[config.mk]
export PLATFORM = sky130hd
export DESIGN_NAME = rf_write_scheduler
export DESIGN_NICKNAME = d
export VERILOG_FILES = /design/src/rtl/rf_write_scheduler.sv
export SDC_FILE = /design/constraint.sdc
export NUM_CORES = 1
export LEC_CHECK = 0
export BUFFER_PORTS_ARGS = -buffer_cell sky130_fd_sc_hd__buf_4
export CAP_MARGIN = 20
export CORE_MARGIN = 4
export CORE_UTILIZATION = 36
export CTS_CLUSTER_SIZE = 10
export DETAILED_ROUTE_END_ITERATION = 7
export HOLD_SLACK_MARGIN = 0.02
export PLACE_DENSITY_LB_ADDON = 0.15
export RECOVER_POWER = 25
export SKIP_CTS_REPAIR_TIMING = 1
export SLEW_MARGIN = 5
export SYNTH_ARGS = -nofsm -noshare
export SYNTH_HDL_FRONTEND = slang
export SYNTH_SLANG_ARGS = --single-unit
[constraint.sdc]
create_clock -name clk -period 6.91 [get_ports clk]
set_clock_uncertainty 0.05 [all_clocks]
set_input_delay 0.3455 -clock clk [delete_from_list [all_inputs] [get_ports clk]]
set_output_delay 0.3455 -clock clk [all_outputs]
set_load 0.05 [all_outputs]
[src/rtl/rf_write_scheduler.sv]
// Register-file write-port owner: arbitrates WB against a long-latency unit,
// tracks LLU destinations in a busy scoreboard and raises decode hazards.
module rf_write_scheduler #(
   parameter int XLEN       = 32,
   parameter int STARVE_MAX = 4
) (
   input  logic            clk,
   input  logic            rst_n,
   input  logic            pipe_wren,
   input  logic [4:0]      pipe_rd,
   input  logic [XLEN-1:0] pipe_data,
   input  logic            ll_valid,
   input  logic [4:0]      ll_rd,
   input  logic [XLEN-1:0] ll_data,
   output logic            ll_ready,
   input  logic            ll_issue,
   input  logic [4:0]      ll_issue_rd,
   input  logic [4:0]      dec_rs1,
   input  logic [4:0]      dec_rs2,
   input  logic [4:0]      dec_rd,
   input  logic            dec_rs1_rden,
   input  logic            dec_rs2_rden,
   input  logic            dec_rd_wren,
   output logic            dec_hazard,
   output logic            pipe_stall,
   output logic            rf_wren,
   output logic [4:0]      rf_rd,
   output logic [XLEN-1:0] rf_data
);

   localparam logic [0:0] ARB   = 1'b0;
   localparam logic [0:0] DRAIN = 1'b1;
   localparam logic [3:0] CNT_LAST = 4'(STARVE_MAX - 1);

   logic [0:0]  state_reg, state_next;
   logic [3:0]  cnt_reg, cnt_next;
   logic [31:0] busy_reg, busy_next;
   logic [31:0] set_vec, clr_vec, eff_busy;
   logic        in_drain, pipe_grant, ll_grant;

   // In DRAIN the pipe is locked out even when the LLU has nothing to give.
   always_comb begin
      in_drain   = (state_reg == DRAIN);
      pipe_grant = !in_drain && pipe_wren;
      ll_grant   = ll_valid && (in_drain || !pipe_wren);
   end

   generate
      for (genvar gi = 0; gi < 32; gi++) begin : g_sb
         if (gi == 0) begin : g_x0
            assign set_vec[gi]   = 1'b0;
            assign clr_vec[gi]   = 1'b0;
            assign eff_busy[gi]  = busy_reg[gi];
            assign busy_next[gi] = 1'b0;
         end else begin : g_xn
            assign set_vec[gi]   = ll_issue && (ll_issue_rd == 5'(gi));
            assign clr_vec[gi]   = ll_grant && (ll_rd == 5'(gi));
            // Same-cycle retirement is visible to decode through RF bypass.
            assign eff_busy[gi]  = busy_reg[gi] && !clr_vec[gi];
            assign busy_next[gi] = set_vec[gi] || eff_busy[gi];
         end
      end
   endgenerate

   always_comb begin
      state_next = ARB;
      cnt_next   = 4'd0;
      if (!in_drain && ll_valid && pipe_wren) begin
         if (cnt_reg == CNT_LAST) begin
            state_next = DRAIN;
         end else begin
            cnt_next = cnt_reg + 4'd1;
         end
      end
   end

   always_ff @(posedge clk or negedge rst_n) begin
      if (!rst_n) begin
         state_reg <= ARB;
         cnt_reg   <= 4'd0;
         busy_reg  <= 32'd0;
      end else begin
         state_reg <= state_next;
         cnt_reg   <= cnt_next;
         busy_reg  <= busy_next;
      end
   end

   always_comb begin
      ll_ready   = rst_n && ll_grant;
      pipe_stall = rst_n && in_drain;
      dec_hazard = rst_n && ((dec_rs1_rden && eff_busy[dec_rs1]) ||
                             (dec_rs2_rden && eff_busy[dec_rs2]) ||
                             (dec_rd_wren  && eff_busy[dec_rd]));
      rf_wren    = 1'b0;
      rf_rd      = 5'd0;
      rf_data    = '0;
      if (rst_n && pipe_grant) begin
         rf_wren = (pipe_rd != 5'd0);
         rf_rd   = pipe_rd;
         rf_data = pipe_data;
      end else if (rst_n && ll_grant) begin
         rf_wren = (ll_rd != 5'd0);
         rf_rd   = ll_rd;
         rf_data = ll_data;
      end
   end

endmodule

==> impl_metrics.env <==
export IMPL_status="complete, but fails checks"
export IMPL_violations="capacitance limit, slew limit"
export IMPL_r2r_slack_ns=4.87
export IMPL_grt_start_max_net_pins=43
export IMPL_crit_arrival_ns=3.88
export IMPL_final_nets=581
export IMPL_floorplan_die_area_um2=10400
export IMPL_setup_slack_ns=2.64
export IMPL_synthArstFlopShare=1.00
export IMPL_power_share_clock=0.226
export IMPL_finalSetupTns_ns=0
export IMPL_numCtsBuffers=5
export IMPL_path_cells="dlygate4sd3_1 > clkbuf_1 > inv_1 > nor2_2 > buf_4 > o21ai_0 > nand2_1 > buf_4"
export IMPL_tightest_slew_ns=2.19
export IMPL_syn_cell_area_um2=3160
export IMPL_switching_share=0.380
export IMPL_cts_tree="built"
export IMPL_drc=0
export IMPL_dp_slack_ns=3.41
export IMPL_max_freq_mhz=234
export IMPL_numPortBuffers=142
export IMPL_synthFlopType="dfrtp_1"
export IMPL_synthMuxAreaShare=0.0997
export IMPL_period_needed_ns=4.27
export IMPL_syn2layout_area_growth_pct=37.9
export IMPL_final_max_slew_violation_count=42
export IMPL_rsz0062_at_grt="false"
export IMPL_p_sw_mw=0.317
export IMPL_synthAdderAreaFrac=0.00396
export IMPL_syn_area_per_cell_um2=8.91
export IMPL_firstDrtPassIters=5
export IMPL_vdd_drop_max_mv=0.138
export IMPL_placementRows=33
export IMPL_cp_start_kind="primary input"
export IMPL_diodes=0
export IMPL_ys_seq_area_frac=0.285
export IMPL_grt_use_total=0.240
export IMPL_root_buffer="clkbuf_8"
export IMPL_hpwl_um=10100
export IMPL_grt_first_pass_wirelength_um=19300
export IMPL_core_area_um2=8380
export IMPL_cp_slowest_cell="clkbuf_1"
export IMPL_num_io_pins=143
export IMPL_min_path_type="in -> reg"
export IMPL_drive_gt1_frac=0.365
export IMPL_synth_top_family_by_area="compound AO/OA/AOI/OAI gates"
export IMPL_synth_xor_area_frac=0.00277
export IMPL_synthDistinctLibCells=59
export IMPL_antenna_found_initial=0
export IMPL_ys_warn_count=0
export IMPL_synth_compound_area_frac=0.350
export IMPL_synth_edf_count=0
export IMPL_finalNonFillerCells=584
export IMPL_first_iter_violations=372
export IMPL_cap_violations=1
export IMPL_p_int_mw=0.516
export IMPL_cts_sinks=36
export IMPL_cts_max_path_buffers=2
export IMPL_p_per_area_nw_per_um2=191
export IMPL_syn_nets=458
export IMPL_critPathRequiredTime_ns=6.51
export IMPL_die_height_um=102
export IMPL_clkTransAtPathRegs_ns=0.08
export IMPL_vias=3773
export IMPL_hold_viol=0
export IMPL_hold_ws_ns=0.289
export IMPL_final_common_cell="buf_4"
export IMPL_power_leakage_nw=1.88
export IMPL_slew_headroom=-0.462
export IMPL_yosys_register_bits=36
export IMPL_htreeDepth=2
export IMPL_clock_latency_ns=0.30
export IMPL_dp_cells=575
export IMPL_routedWlPerCell_um=22.3
export IMPL_start_util=0.377
export IMPL_postRouteAntennaNets=0
export IMPL_cp_max_fo=41
export IMPL_grt_pass1_vias=3493
export IMPL_period_share=0.618
export IMPL_slowest_delay_ns=1.55
export IMPL_largest_register_ffs=31
export IMPL_pwr_share_seq=0.325
export IMPL_crit_type="in -> out"
export IMPL_syn_inst=355
export IMPL_setup_violations=0
export IMPL_synthSimpleGateAreaFrac=0.201
export IMPL_routed_via_density=6.46
export IMPL_grt_ovfl_total=0
export IMPL_gp_congestion=0.987
export IMPL_cp_end_kind="output pin"
export IMPL_crit_path_frequent_cell="buf_4"
export IMPL_wl_um=13000
export IMPL_final_cell_mix="buf_4, a22o_1, dfrtp_1, o21ai_0, o41ai_1"
export IMPL_die_w_um=102
export IMPL_comb_power_share=0.449
final timing paths:
kind	start	end	cells past startpoint
setup / recovery	rst_n	rf_wren	8
hold / removal	ll_valid	cnt_reg[1]	2
setup reg to reg	in_drain	busy_reg[23]	4
hold reg to reg	cnt_reg[0]	cnt_reg[0]	1
max in group asynchronous	rst_n	busy_reg[15]	2
min in group asynchronous	rst_n	busy_reg[25]	2
layout make-up:
cell class / count / area (um2)
clock inverters: 3 / 42.5
well taps: 105 / 131
repair buffers: 146 / 1090
multi-input cells: 279 / 2080
clock buffers: 5 / 68.8
inverters: 10 / 37.5
flip-flops and latches: 36 / 901
fillers: 788 / 4020
metrics by stage:
step	utilization	cell area, um2	total power [mW]
finish	0.520	4360	0.833
global route	0.520	4360	0.870
CTS	0.519	4350	0.829
detailed placement	0.506	4240	0.642
global placement	0.506	4240	0.638
floorplan	-	3160	0.507
Yosys cell counts, types with 2 or more instances:
cell	instances	area [um2]
nor2b_1	5	31.3
nand4b_1	6	52.6
nor4_1	10	62.6
or3_1	2	12.5
o311ai_0	3	26.3
o21bai_1	6	45.0
inv_1	10	37.5
a21oi_1	4	20.0
nor3_1	8	40.0
o41ai_1	22	193
nand3b_1	5	37.5
nor3b_1	2	15.0
dfrtp_1	36	901
mux2_2	6	67.6
and3_1	2	12.5
o22ai_1	8	50.1
o41a_1	6	67.6
o21ai_0	25	125
o211ai_1	3	22.5
o31ai_1	5	37.5
mux2i_1	9	90.1
a31oi_1	2	12.5
a221oi_1	2	17.5
nand2b_1	16	100
a22o_1	36	315
buf_2	5	25.0
nand2_1	21	78.8
nor2_1	17	63.8
nand4_1	3	18.8
o221ai_1	2	17.5
buf_1	4	15.0
o311ai_1	3	26.3
clkbuf_1	17	63.8
or2_2	4	25.0
nand3_1	8	40.0
mux4_2	7	158
buf_6	3	33.8
cell families after synthesis:
family | count (synthesis)
compound gates | 141
xor+xnor | 1
fa+ha+maj | 1
buf+inv | 40
flops | 36
mux | 22
simple gates | 114
critical path: cells and delay by family:
family                 cells  cell delay (ns)
AO/OA/AOI/OAI              1             0.19
buffers and inverters      5             3.01
AND/OR/NAND/NOR            2             0.29
power by group through the flow:
| stage | Clock [mW] | Combinational (mW) | Sequential (mW) |
|---|---|---|---|
| finish | 0.188 | 0.374 | 0.270 |
| floorplan | 0 | 0.238 | 0.269 |
| global route | 0.198 | 0.398 | 0.274 |
| global placement | 0 | 0.364 | 0.274 |
| detailed placement | 0 | 0.367 | 0.275 |
| CTS | 0.190 | 0.369 | 0.270 |
routing by layer:
layer	vias to the layer above	routed length, um	GRT usage
li1	1679	-	-
met1	1798	4880	0.305
met3	33	1510	0.0503
met5	-	0	0
met2	263	6220	0.401
met4	0	422	0.0920
Note: power is estimated with default switching activity, not from simulation.
